<file path="config.mk">
export PLATFORM = sky130hd
export DESIGN_NAME = auto_load_seq_flat
export DESIGN_NICKNAME = d
export VERILOG_FILES = /design/src/rtl/auto_load_seq_pkg.sv /design/src/rtl/auto_load_seq_if.sv /design/src/rtl/al_timeout_ctr.sv /design/src/rtl/auto_load_seq.sv /design/src/flat_wrapper.sv
export SDC_FILE = /design/constraint.sdc
export NUM_CORES = 1
export LEC_CHECK = 0
export BUFFER_PORTS_ARGS = -buffer_cell sky130_fd_sc_hd__buf_2
export CORE_ASPECT_RATIO = 1.2
export CORE_MARGIN = 1
export CORE_UTILIZATION = 45
export DETAILED_ROUTE_END_ITERATION = 6
export MAX_ROUTING_LAYER = met4
export PLACE_DENSITY = 0.89
export SYNTH_ARGS = -nofsm -noshare
export SYNTH_HDL_FRONTEND = slang
export SYNTH_SLANG_ARGS = --single-unit
export TNS_END_PERCENT = 5
</file>
<file path="constraint.sdc">
create_clock -name CLK -period 1.9 [get_ports CLK]
set_clock_uncertainty 0.15 [all_clocks]
set_input_delay 0.285 -clock CLK [delete_from_list [all_inputs] [get_ports CLK]]
set_output_delay 0.285 -clock CLK [all_outputs]
set_load 0.02 [all_outputs]
</file>
<file path="src/rtl/auto_load_seq_pkg.sv">
// Shared types and constants for the parametrised flash auto-loader.
package al_pkg;

  // Sequencer states; one word walks ISSUE..NEXT.
  typedef enum logic [3:0] {
    S_IDLE      = 4'd0,
    S_ISSUE     = 4'd1,
    S_WAIT_BUSY = 4'd2,
    S_WAIT_DONE = 4'd3,
    S_CAPTURE   = 4'd4,
    S_CLR       = 4'd5,
    S_NEXT      = 4'd6,
    S_FIN       = 4'd7,
    S_ABORTED   = 4'd8
  } al_state_e;

  // Command word and engine opcode for a read-array transaction.
  localparam logic [15:0] READ_ARRAY_CMD = 16'h00FF;
  localparam logic [1:0]  OP_READ        = 2'b10;

  // AL_STATUS bit positions.
  localparam int unsigned ST_ACTIVE    = 0;
  localparam int unsigned ST_COMPLETED = 1;
  localparam int unsigned ST_ABORTED   = 2;
  localparam int unsigned ST_TIMEOUT   = 3;

  // Bits needed to hold 0..max_val, never less than one.
  function automatic int unsigned width_of(input int unsigned max_val);
    return (max_val < 2) ? 1 : $clog2(max_val + 1);
  endfunction

endpackage

</file>
<file path="src/rtl/auto_load_seq_if.sv">
// Bus between the auto-loader, the shared command engine and the register file.
interface auto_load_seq_if #(
  parameter int ADDR_W = 23,
  parameter int DATA_W = 16,
  parameter int CNT_W  = 6
);
  // control and engine response
  logic              START;
  logic              ABORT;
  logic [CNT_W:0]    LEN_OVR;
  logic              BUSY;
  logic              DONE;
  logic [DATA_W-1:0] RD_DATA;
  // engine command side
  logic [ADDR_W-1:0] AL_ADDR;
  logic [DATA_W-1:0] AL_CMD_DATA_OUT;
  logic [1:0]        AL_OP;
  logic              AL_EXECUTE;
  logic              CLR_DONE;
  logic              AL_ENA;
  // register-file write port and status
  logic              WR_EN;
  logic [CNT_W-1:0]  WR_ADDR;
  logic [DATA_W-1:0] WR_DATA;
  logic [CNT_W:0]    AL_CNT;
  logic [3:0]        AL_STATUS;

  // the sequencer
  modport master (
    input  START, ABORT, LEN_OVR, BUSY, DONE, RD_DATA,
    output AL_ADDR, AL_CMD_DATA_OUT, AL_OP, AL_EXECUTE, CLR_DONE, AL_ENA,
           WR_EN, WR_ADDR, WR_DATA, AL_CNT, AL_STATUS
  );

  // engine / control environment
  modport slave (
    output START, ABORT, LEN_OVR, BUSY, DONE, RD_DATA,
    input  AL_ADDR, AL_CMD_DATA_OUT, AL_OP, AL_EXECUTE, CLR_DONE, AL_ENA,
           WR_EN, WR_ADDR, WR_DATA, AL_CNT, AL_STATUS
  );
endinterface

</file>
<file path="src/rtl/al_timeout_ctr.sv">
// Loadable down-counter; zero_o flags expiry and the count parks at zero.
module al_timeout_ctr #(
  parameter int W = 10
) (
  input  logic         clk,
  input  logic         rst_n,
  input  logic         load_i,
  input  logic [W-1:0] load_val_i,
  input  logic         en_i,
  output logic         zero_o
);
  logic [W-1:0] cnt_q, cnt_d;

  // load wins over counting; counting stops at zero
  always_comb begin
    cnt_d = cnt_q;
    if (load_i)                    cnt_d = load_val_i;
    else if (en_i && cnt_q != '0)  cnt_d = cnt_q - 1'b1;
  end

  // count register
  always_ff @(posedge clk) begin
    if (!rst_n) cnt_q <= '0;
    else        cnt_q <= cnt_d;
  end

  assign zero_o = (cnt_q == '0);
endmodule

</file>
<file path="src/rtl/auto_load_seq.sv">
// Flash parameter-block auto-loader: reads len words through the shared
// command engine and writes them into the constant register file, with
// per-word timeout/retry, external abort and a sticky status word.
module auto_load_seq
  import al_pkg::*;
#(
  parameter int              ADDR_W    = 23,
  parameter int              DATA_W    = 16,
  parameter int              CNT_W     = 6,
  parameter logic [ADDR_W-1:0] BASE_ADDR = 23'h7FC000,
  parameter int              N_WORDS   = 64,
  parameter int              TMO_CYC   = 1023,
  parameter int              MAX_RETRY = 2
) (
  input logic              CLK,
  input logic              RST_N,
  auto_load_seq_if.master  bus
);
  localparam int TW = width_of(TMO_CYC);
  localparam int RW = width_of(MAX_RETRY);
  localparam logic [TW-1:0]  TMO_LOAD = TW'(TMO_CYC);
  localparam logic [RW-1:0]  RETRY_MX = RW'(MAX_RETRY);
  localparam logic [CNT_W:0] LEN_DEF  = (CNT_W+1)'(N_WORDS);
  localparam logic [CNT_W:0] LEN_MAX  = {1'b1, {CNT_W{1'b0}}};

  al_state_e         state_q, state_d;
  logic [CNT_W-1:0]  offset_q, offset_d;
  logic [CNT_W:0]    cnt_q, cnt_d;
  logic [CNT_W:0]    len_q, len_d;
  logic [RW-1:0]     retry_q, retry_d;
  logic [3:0]        status_q, status_d;
  logic [DATA_W-1:0] wdata_q, wdata_d;

  logic tmr_load, tmr_en, tmr_zero;
  logic retry_clr;

  al_timeout_ctr #(.W(TW)) u_tmo (
    .clk        (CLK),
    .rst_n      (RST_N),
    .load_i     (tmr_load),
    .load_val_i (TMO_LOAD),
    .en_i       (tmr_en),
    .zero_o     (tmr_zero)
  );

  // next-state and datapath updates; ABORT overrides everything but IDLE
  always_comb begin
    state_d   = state_q;
    offset_d  = offset_q;
    cnt_d     = cnt_q;
    len_d     = len_q;
    retry_d   = retry_q;
    status_d  = status_q;
    wdata_d   = wdata_q;
    tmr_load  = 1'b0;
    tmr_en    = 1'b0;
    retry_clr = 1'b0;

    case (state_q)
      S_IDLE: begin
        // a coincident ABORT is simply not looked at here
        if (bus.START) begin
          if (bus.LEN_OVR == '0)          len_d = LEN_DEF;
          else if (bus.LEN_OVR > LEN_MAX) len_d = LEN_MAX;
          else                            len_d = bus.LEN_OVR;
          offset_d               = '0;
          cnt_d                  = '0;
          retry_d                = '0;
          status_d[ST_COMPLETED] = 1'b0;
          status_d[ST_ABORTED]   = 1'b0;
          status_d[ST_ACTIVE]    = 1'b1;
          state_d                = S_ISSUE;
        end
      end
      S_ISSUE: begin
        tmr_load = 1'b1;
        state_d  = S_WAIT_BUSY;
      end
      S_WAIT_BUSY: begin
        tmr_en = 1'b1;
        // a fast engine may already report DONE without showing BUSY
        if (bus.BUSY || bus.DONE) state_d = S_WAIT_DONE;
      end
      S_WAIT_DONE: begin
        tmr_en = 1'b1;
        if (bus.DONE) begin
          wdata_d = bus.RD_DATA;
          state_d = S_CAPTURE;
        end else if (tmr_zero) begin
          status_d[ST_TIMEOUT] = 1'b1;
          if (retry_q < RETRY_MX) begin
            retry_d   = retry_q + 1'b1;
            retry_clr = 1'b1;
            state_d   = S_ISSUE;
          end else begin
            state_d = S_ABORTED;
          end
        end
      end
      S_CAPTURE: begin
        cnt_d   = cnt_q + 1'b1;
        state_d = S_CLR;
      end
      S_CLR: begin
        retry_d = '0;
        state_d = S_NEXT;
      end
      S_NEXT: begin
        // len is clamped to 2**CNT_W, so offset never needs to wrap
        if (cnt_q == len_q) begin
          state_d = S_FIN;
        end else begin
          offset_d = offset_q + 1'b1;
          state_d  = S_ISSUE;
        end
      end
      S_FIN: begin
        status_d[ST_COMPLETED] = 1'b1;
        status_d[ST_ACTIVE]    = 1'b0;
        state_d                = S_IDLE;
      end
      S_ABORTED: begin
        status_d[ST_ABORTED] = 1'b1;
        status_d[ST_ACTIVE]  = 1'b0;
        state_d              = S_IDLE;
      end
      default: state_d = S_IDLE;
    endcase

    // abort wins over DONE and timeout; a word already written stays counted
    if (bus.ABORT && state_q != S_IDLE && state_q != S_ABORTED) begin
      state_d   = S_ABORTED;
      offset_d  = offset_q;
      retry_d   = retry_q;
      status_d  = status_q;
      wdata_d   = wdata_q;
      retry_clr = 1'b0;
    end
  end

  // state and datapath registers
  always_ff @(posedge CLK) begin
    if (!RST_N) begin
      state_q  <= S_IDLE;
      offset_q <= '0;
      cnt_q    <= '0;
      len_q    <= '0;
      retry_q  <= '0;
      status_q <= '0;
      wdata_q  <= '0;
    end else begin
      state_q  <= state_d;
      offset_q <= offset_d;
      cnt_q    <= cnt_d;
      len_q    <= len_d;
      retry_q  <= retry_d;
      status_q <= status_d;
      wdata_q  <= wdata_d;
    end
  end

  // strobes decode from the registered state; CLR_DONE also fires on a retry
  assign bus.AL_EXECUTE      = (state_q == S_ISSUE);
  assign bus.WR_EN           = (state_q == S_CAPTURE);
  assign bus.CLR_DONE        = (state_q == S_CLR) || (state_q == S_ABORTED) || retry_clr;
  assign bus.AL_ENA          = (state_q != S_IDLE);
  assign bus.AL_ADDR         = {BASE_ADDR[ADDR_W-1:CNT_W], offset_q};
  assign bus.AL_CMD_DATA_OUT = DATA_W'(READ_ARRAY_CMD);
  assign bus.AL_OP           = OP_READ;
  assign bus.WR_ADDR         = offset_q;
  assign bus.WR_DATA         = wdata_q;
  assign bus.AL_CNT          = cnt_q;
  assign bus.AL_STATUS       = status_q;
endmodule

</file>
<file path="src/flat_wrapper.sv">
// flat-port wrapper written by rule: the top's interface ports become plain ports
module auto_load_seq_flat import al_pkg::*;
#(
  parameter int              ADDR_W    = 23,
  parameter int              DATA_W    = 16,
  parameter int              CNT_W     = 6,
  parameter logic [ADDR_W-1:0] BASE_ADDR = 23'h7FC000,
  parameter int              N_WORDS   = 64,
  parameter int              TMO_CYC   = 1023,
  parameter int              MAX_RETRY = 2
)
  (CLK, RST_N, bus_START, bus_ABORT, bus_LEN_OVR, bus_BUSY, bus_DONE, bus_RD_DATA, bus_AL_ADDR, bus_AL_CMD_DATA_OUT, bus_AL_OP, bus_AL_EXECUTE, bus_CLR_DONE, bus_AL_ENA, bus_WR_EN, bus_WR_ADDR, bus_WR_DATA, bus_AL_CNT, bus_AL_STATUS);
  auto_load_seq_if #(.ADDR_W(ADDR_W), .DATA_W(DATA_W), .CNT_W(CNT_W)) bus_i ();
  input logic CLK;
  input logic RST_N;
  input wire logic [$bits(bus_i.START)-1:0] bus_START;
  input wire logic [$bits(bus_i.ABORT)-1:0] bus_ABORT;
  input wire logic [$bits(bus_i.LEN_OVR)-1:0] bus_LEN_OVR;
  input wire logic [$bits(bus_i.BUSY)-1:0] bus_BUSY;
  input wire logic [$bits(bus_i.DONE)-1:0] bus_DONE;
  input wire logic [$bits(bus_i.RD_DATA)-1:0] bus_RD_DATA;
  output wire logic [$bits(bus_i.AL_ADDR)-1:0] bus_AL_ADDR;
  output wire logic [$bits(bus_i.AL_CMD_DATA_OUT)-1:0] bus_AL_CMD_DATA_OUT;
  output wire logic [$bits(bus_i.AL_OP)-1:0] bus_AL_OP;
  output wire logic [$bits(bus_i.AL_EXECUTE)-1:0] bus_AL_EXECUTE;
  output wire logic [$bits(bus_i.CLR_DONE)-1:0] bus_CLR_DONE;
  output wire logic [$bits(bus_i.AL_ENA)-1:0] bus_AL_ENA;
  output wire logic [$bits(bus_i.WR_EN)-1:0] bus_WR_EN;
  output wire logic [$bits(bus_i.WR_ADDR)-1:0] bus_WR_ADDR;
  output wire logic [$bits(bus_i.WR_DATA)-1:0] bus_WR_DATA;
  output wire logic [$bits(bus_i.AL_CNT)-1:0] bus_AL_CNT;
  output wire logic [$bits(bus_i.AL_STATUS)-1:0] bus_AL_STATUS;
  assign bus_i.START = bus_START;
  assign bus_i.ABORT = bus_ABORT;
  assign bus_i.LEN_OVR = bus_LEN_OVR;
  assign bus_i.BUSY = bus_BUSY;
  assign bus_i.DONE = bus_DONE;
  assign bus_i.RD_DATA = bus_RD_DATA;
  assign bus_AL_ADDR = bus_i.AL_ADDR;
  assign bus_AL_CMD_DATA_OUT = bus_i.AL_CMD_DATA_OUT;
  assign bus_AL_OP = bus_i.AL_OP;
  assign bus_AL_EXECUTE = bus_i.AL_EXECUTE;
  assign bus_CLR_DONE = bus_i.CLR_DONE;
  assign bus_AL_ENA = bus_i.AL_ENA;
  assign bus_WR_EN = bus_i.WR_EN;
  assign bus_WR_ADDR = bus_i.WR_ADDR;
  assign bus_WR_DATA = bus_i.WR_DATA;
  assign bus_AL_CNT = bus_i.AL_CNT;
  assign bus_AL_STATUS = bus_i.AL_STATUS;
  auto_load_seq #(.ADDR_W(ADDR_W), .DATA_W(DATA_W), .CNT_W(CNT_W), .BASE_ADDR(BASE_ADDR), .N_WORDS(N_WORDS), .TMO_CYC(TMO_CYC), .MAX_RETRY(MAX_RETRY)) u_core (.CLK(CLK), .RST_N(RST_N), .bus(bus_i));
endmodule
</file>
# Yosys cells after proc, flatten, opt, wreduce, memory -nomap -nowiden
# Index checks and enable logic that the tools add are counted.
# op_classes
magnitude_cmp	2
multipliers	0
mux	33
shift	0
reduce_logical	32
addsub	4
eq_ne	20
div	0
bitwise	3
# ops
cell	count
$pmux W4 S7	1
$mux W4	6
$mux W7	3
$mux W10	2
$reduce_and A3 Y1	6
$eq A4 B3 Y1 const B	4
$pmux W7 S2	1
$mux W6	2
$pmux W6 S2	1
$reduce_bool A2 Y1	6
$logic_not A10 Y1	1
$reduce_bool A10 Y1	1
$sub A10 B1 Y10 const B	1
$eq A4 B2 Y1 const B	2
$mux W2	4
$reduce_and A4 Y1	2
$add A7 B1 Y7 const B	1
$eq A7 B7 Y1	1
$gt A7 B7 Y1 const B	1
$logic_not A7 Y1	1
$mux W1	7
$add A6 B1 Y6 const B	1
$mux W3	2
$ne A2 B1 Y1 const B	3
20 further kinds	34
# totals
latchBits	0
mem_bits_ro	0
regBits	56
n_memories	0
mem_bits_rw	0

# Logic depth before layout (Yosys ltp)
# depth
ltp_word	7
depth_mapped	8
mapped_depth_nobuf	7

# Hierarchy
# From an unflattened synthesis, not the netlist that was laid out.
# hier_totals
cells_unflattened	397
hier_area_um2	3136.8
# by_module_without_submodules
module	area_each_um2	instances	cells_each
auto_load_seq	2538.7	1	323
al_timeout_ctr	598.1	1	74

# Worst setup path after synthesis
# OpenSTA, ideal clock, no wires.
# synth_path
path_type	register to output
from	register u_core.u_tmo.cnt_q[5]
to	output bus_CLR_DONE
arrival_ps	1818
required_ps	1465
setup_slack_ps	-353
path_stages_with_launch	6
cell_sequence	dfxtp_1 or4_4 nor3b_4 buf_2 nand3_1 o22ai_1
# synth_between
elab_chain_cells	6
# synth_lines
item	line_no	text
start: declaration	al_timeout_ctr.sv:12	logic [W-1:0] cnt_q, cnt_d;
start signal: assignment	al_timeout_ctr.sv:24	else cnt_q <= cnt_d;
$logic_not A10 Y1	al_timeout_ctr.sv:27	assign zero_o = (cnt_q == '0);
$mux W1	auto_load_seq.sv:89	end else if (tmr_zero) begin
$mux W1	auto_load_seq.sv:86	if (bus.DONE) begin
$mux W1	auto_load_seq.sv:59	case (state_q)
$mux W1	auto_load_seq.sv:131	if (bus.ABORT && state_q != S_IDLE && state_q != S_ABORTED) begin
$logic_or A1 B1 Y1	auto_load_seq.sv:165	assign bus.CLR_DONE = (state_q == S_CLR) || (state_q == S_ABORTED) || retry_clr;
end: declaration	flat_wrapper.sv:26	output wire logic [$bits(bus_i.CLR_DONE)-1:0] bus_CLR_DONE;
# Every way passes these cells.

# Final worst setup path
# layout_path
from	register u_core.u_tmo.cnt_q[8]
to	output bus_CLR_DONE
# The elaborated chain is that of the path after synthesis.

==> flow_summary_export.csv <==
group,metric,value,unit
run_status,status,"finished with violations",
run_status,violations,"setup timing",
critical_path,r2r_end,"u_core.retry_q[0]$_SDFFE_PN0P_",
critical_path,cpPeakStageDelay,0.54,ns
clock_tree,clk_pin_slew_worst_paths,0.10,ns
critical_path,path_buf_inv,1,
critical_path,arrival,1.83,ns
job,cap_violations,0,
global_route,grt_first_pass_wirelength,11.5,mm
detailed_routing,ant_nets,0,
detailed_routing,dr_total_vias,2798,
logic_synthesis,synth_top_cell_area_share,38.6,%
critical_path,cp-start-kind,"flop",
floorplan,start_util,47.4,%
timing,finalHoldViolCount,0,
clock_tree,cts-hold-fix-buffers,0,
timing,period_minus_slack,2.26,ns
clock_tree,ctsRootBufferMaster,"clkbuf_8",
detailed_routing,drc,0,
global_route,grt_pass1_vias,2602,
layout,area_growth,27.0,%
timing,rsz0062_at_grt,"yes",
layout,drive_above_1_share,31.9,%
clock_tree,clkSinkCount,56,
logic_synthesis,synth_cells,358,
min_path,hold_class,"input pin to flop",
logic_synthesis,synth_area,0.00291,mm²
detailed_routing,first_pass_iters,4,
global_route,grt.overflow.total,0,
timing,setup_slack,-0.361,ns
critical_path,path_depth,5,
clock_tree,clk_path_buf_depth,2,
floorplan,die_h,90.0,µm
timing,whs,0.0531,ns
timing,fmax,0.442,GHz
placed_design,port_buffers,71,
layout,final_cell_mix,"buf_2 (68), dfxtp_1 (53), nand2_1 (50)",
logic_synthesis,ys_seq_elements,56,
pwr,design_power_total,0.00283,W
logic_synthesis,synth_edf_count,0,
logic_synthesis,avgSynthCellArea,8.12,µm²
detailed_routing,drt_iter0_markers,153,
floorplan,dieWidth,75.4,µm
critical_path,critPathCaptureType,"output pin",
floorplan,core-area,0.00613,mm²
pwr,power.leakage,1.66,nW
critical_path,path_delay_family,"simple AND/OR/NAND/NOR gates",
detailed_routing,via_per_inst,5.18,
critical_path,critPathLaunch,"u_core.u_tmo.cnt_q[8]$_SDFFE_PN0P_",
critical_path,path_max_fanout,2,
critical_path,reg2reg_setup_slack,-0.26,ns
clock_tree,htreeDepth,2,
placed_design,gp_congestion,0.874,
detailed_routing,wl_per_cell,13.0,µm
critical_path,critPathKind,"flop to output pin",
layout,diodes,0,
layout,layout_commonest_cell,"buf_2",
floorplan,fp.dieArea,0.00678,mm²
critical_path,setup.worst_path.end,"bus_CLR_DONE",
logic_synthesis,synth-async-reset-ratio,0,%
global_route,grt_usage,21.7,%
global_route,grt_max_degree,22,
layout,nets,489,
critical_path,cp_slowest_cell,"or4_4",
clock_tree,cts_buffers,5,
timing,slew_viol_final,0,
clock_tree,cts_tree,"built",
timing,setup-violations-final,14,
placed_design,hpwlAfterDp,5.16,mm
critical_path,required,1.46,ns
global_route,antenna_found_initial,0,
logic_synthesis,ys_seq_area_share,38.6,%
critical_path,r2r-start,"u_core.u_tmo.cnt_q[8]$_SDFFE_PN0P_",
logic_synthesis,yosys_warnings,0,
detailed_routing,wirelength,7.01,mm
min_path,min-delay-start,"bus_RD_DATA[13]",
clock_tree,clock_latency,0.31,ns
logic_synthesis,synth_top_cell_by_area,"dfxtp_1",
logic_synthesis,yosys.cell_types.count,49,
logic_synthesis,synth_area_leaders,"dfxtp_1 (39%), buf_4 (11%), a21oi_1 (7.6%)",
critical_path,crit_chain,"or4_4, nor3b_4, nand3_4, o22ai_4, buf_6",
floorplan,rows,31,
pwr,ir_drop,0.000502,V
floorplan,ios,107,
timing,post-route-period-util,119,%
logic_synthesis,synth_ff_type,"dfxtp_1",
critical_path,r2r_cells,6,
pwr,power_density,767,mW/mm²
## report_power, final
| part | total, W | internal, W | switching [W] |
|---|---|---|---|
| logic | 0.000843 | 0.000397 | 0.000447 |
| clock network | 0.000691 | 0.000298 | 0.000394 |
| registers | 0.00130 | 0.00124 | 0.0000573 |
## flip-flops by register name (all words and copies together) (netlist names)
name / cells
u_core.bus.WR_DATA: 16
u_core.u_tmo.cnt_q: 10
u_core.state_q: 4
u_core.retry_q: 2
u_core.bus.AL_STATUS: 4
u_core.len_q: 7
u_core.bus.AL_CNT: 7
u_core.bus.WR_ADDR: 6
## kinds of logic after synthesis
| group | Yosys count | synth area share (%) |
|---|---|---|
| xor+xnor | 14 | 4.22 |
| buf+inv | 64 | 13.7 |
| flops | 56 | 38.6 |
| other cells | 2 | 0.258 |
| compound gates | 75 | 15.8 |
| fa+ha+maj | 3 | 1.29 |
| simple gates | 140 | 24.8 |
| mux | 4 | 1.38 |
## timing repair
action,CTS,global route
cloned,0,0
resized for setup,17,8
setup endpoints to repair,22,29
pin swaps,8,2
setup buffers,2,1
## metal layers
metal  wire length [µm]  part of all wire [%]  vias up  global-route usage [%]
met5                  0                     0        -                       -
met4                102                   1.5        0                    7.72
met1               2920                    42     1330                    26.2
met2               3700                    53       86                    36.2
met3                286                   4.1       12                    2.80
li1                   -                     -     1370                       -
## final cells by class
class,count,area [µm²]
clock buffers,7,86.3
clock inverters,1,7.51
fillers,560,2440
inverters,6,25.0
multi-input cells,271,1590
flip-flops and latches,56,1130
well taps,82,103
repair buffers,117,748
## Yosys cell counts, types with 5 or more instances
library cell / n
clkbuf_1: 12
a21oi_1: 44
nor3_1: 12
nand2b_1: 9
nand2_1: 50
o21ai_0: 5
nor2_1: 20
a211oi_1: 6
dfxtp_1: 56
nand3_1: 13
inv_1: 5
xnor2_1: 6
buf_4: 41
nor3b_1: 10
xor2_1: 8
## how the worst min path moves through the flow
| stage | cells after the start | end |
|---|---|---|
| detailed placement | 2 | u_core.bus.WR_DATA[1]$_SDFFE_PN0P_ |
| global placement | 2 | u_core.bus.WR_DATA[10]$_SDFFE_PN0P_ |
| CTS | 3 | u_core.bus.WR_DATA[2]$_SDFFE_PN0P_ |
| finish | 3 | u_core.bus.WR_DATA[13]$_SDFFE_PN0P_ |
| floorplan | 2 | u_core.bus.WR_DATA[0]$_SDFFE_PN0P_ |
| global route | 3 | u_core.bus.WR_DATA[13]$_SDFFE_PN0P_ |
## worst reg2reg max path, stage by stage, from the launching register on
cell,delay [ns]
dfxtp_2,0.33
or4_4,0.54
nor3b_4,0.24
buf_4,0.17
nand2b_1,0.07
or4b_1,0.47
a31oi_1,0.13
## metrics by stage
| step | worst slack (ns) | TNS (ns) | utilization [%] | area [µm²] | instances |
|---|---|---|---|---|---|
| 2_1_floorplan | -0.114 | -0.484 | - | 3060 | 391 |
| 3_3_place_gp | -0.231 | -1.05 | 56.9 | 3480 | 529 |
| 3_5_place_dp | -0.281 | -1.36 | 56.9 | 3480 | 529 |
| 4_1_cts | -0.386 | -1.62 | 59.5 | 3640 | 539 |
| 5_1_grt | -0.449 | -2.82 | 60.2 | 3690 | 540 |
| 6_report | -0.361 | -1.38 | 60.2 | 3690 | 540 |
Power figures use the tool's default switching activity.
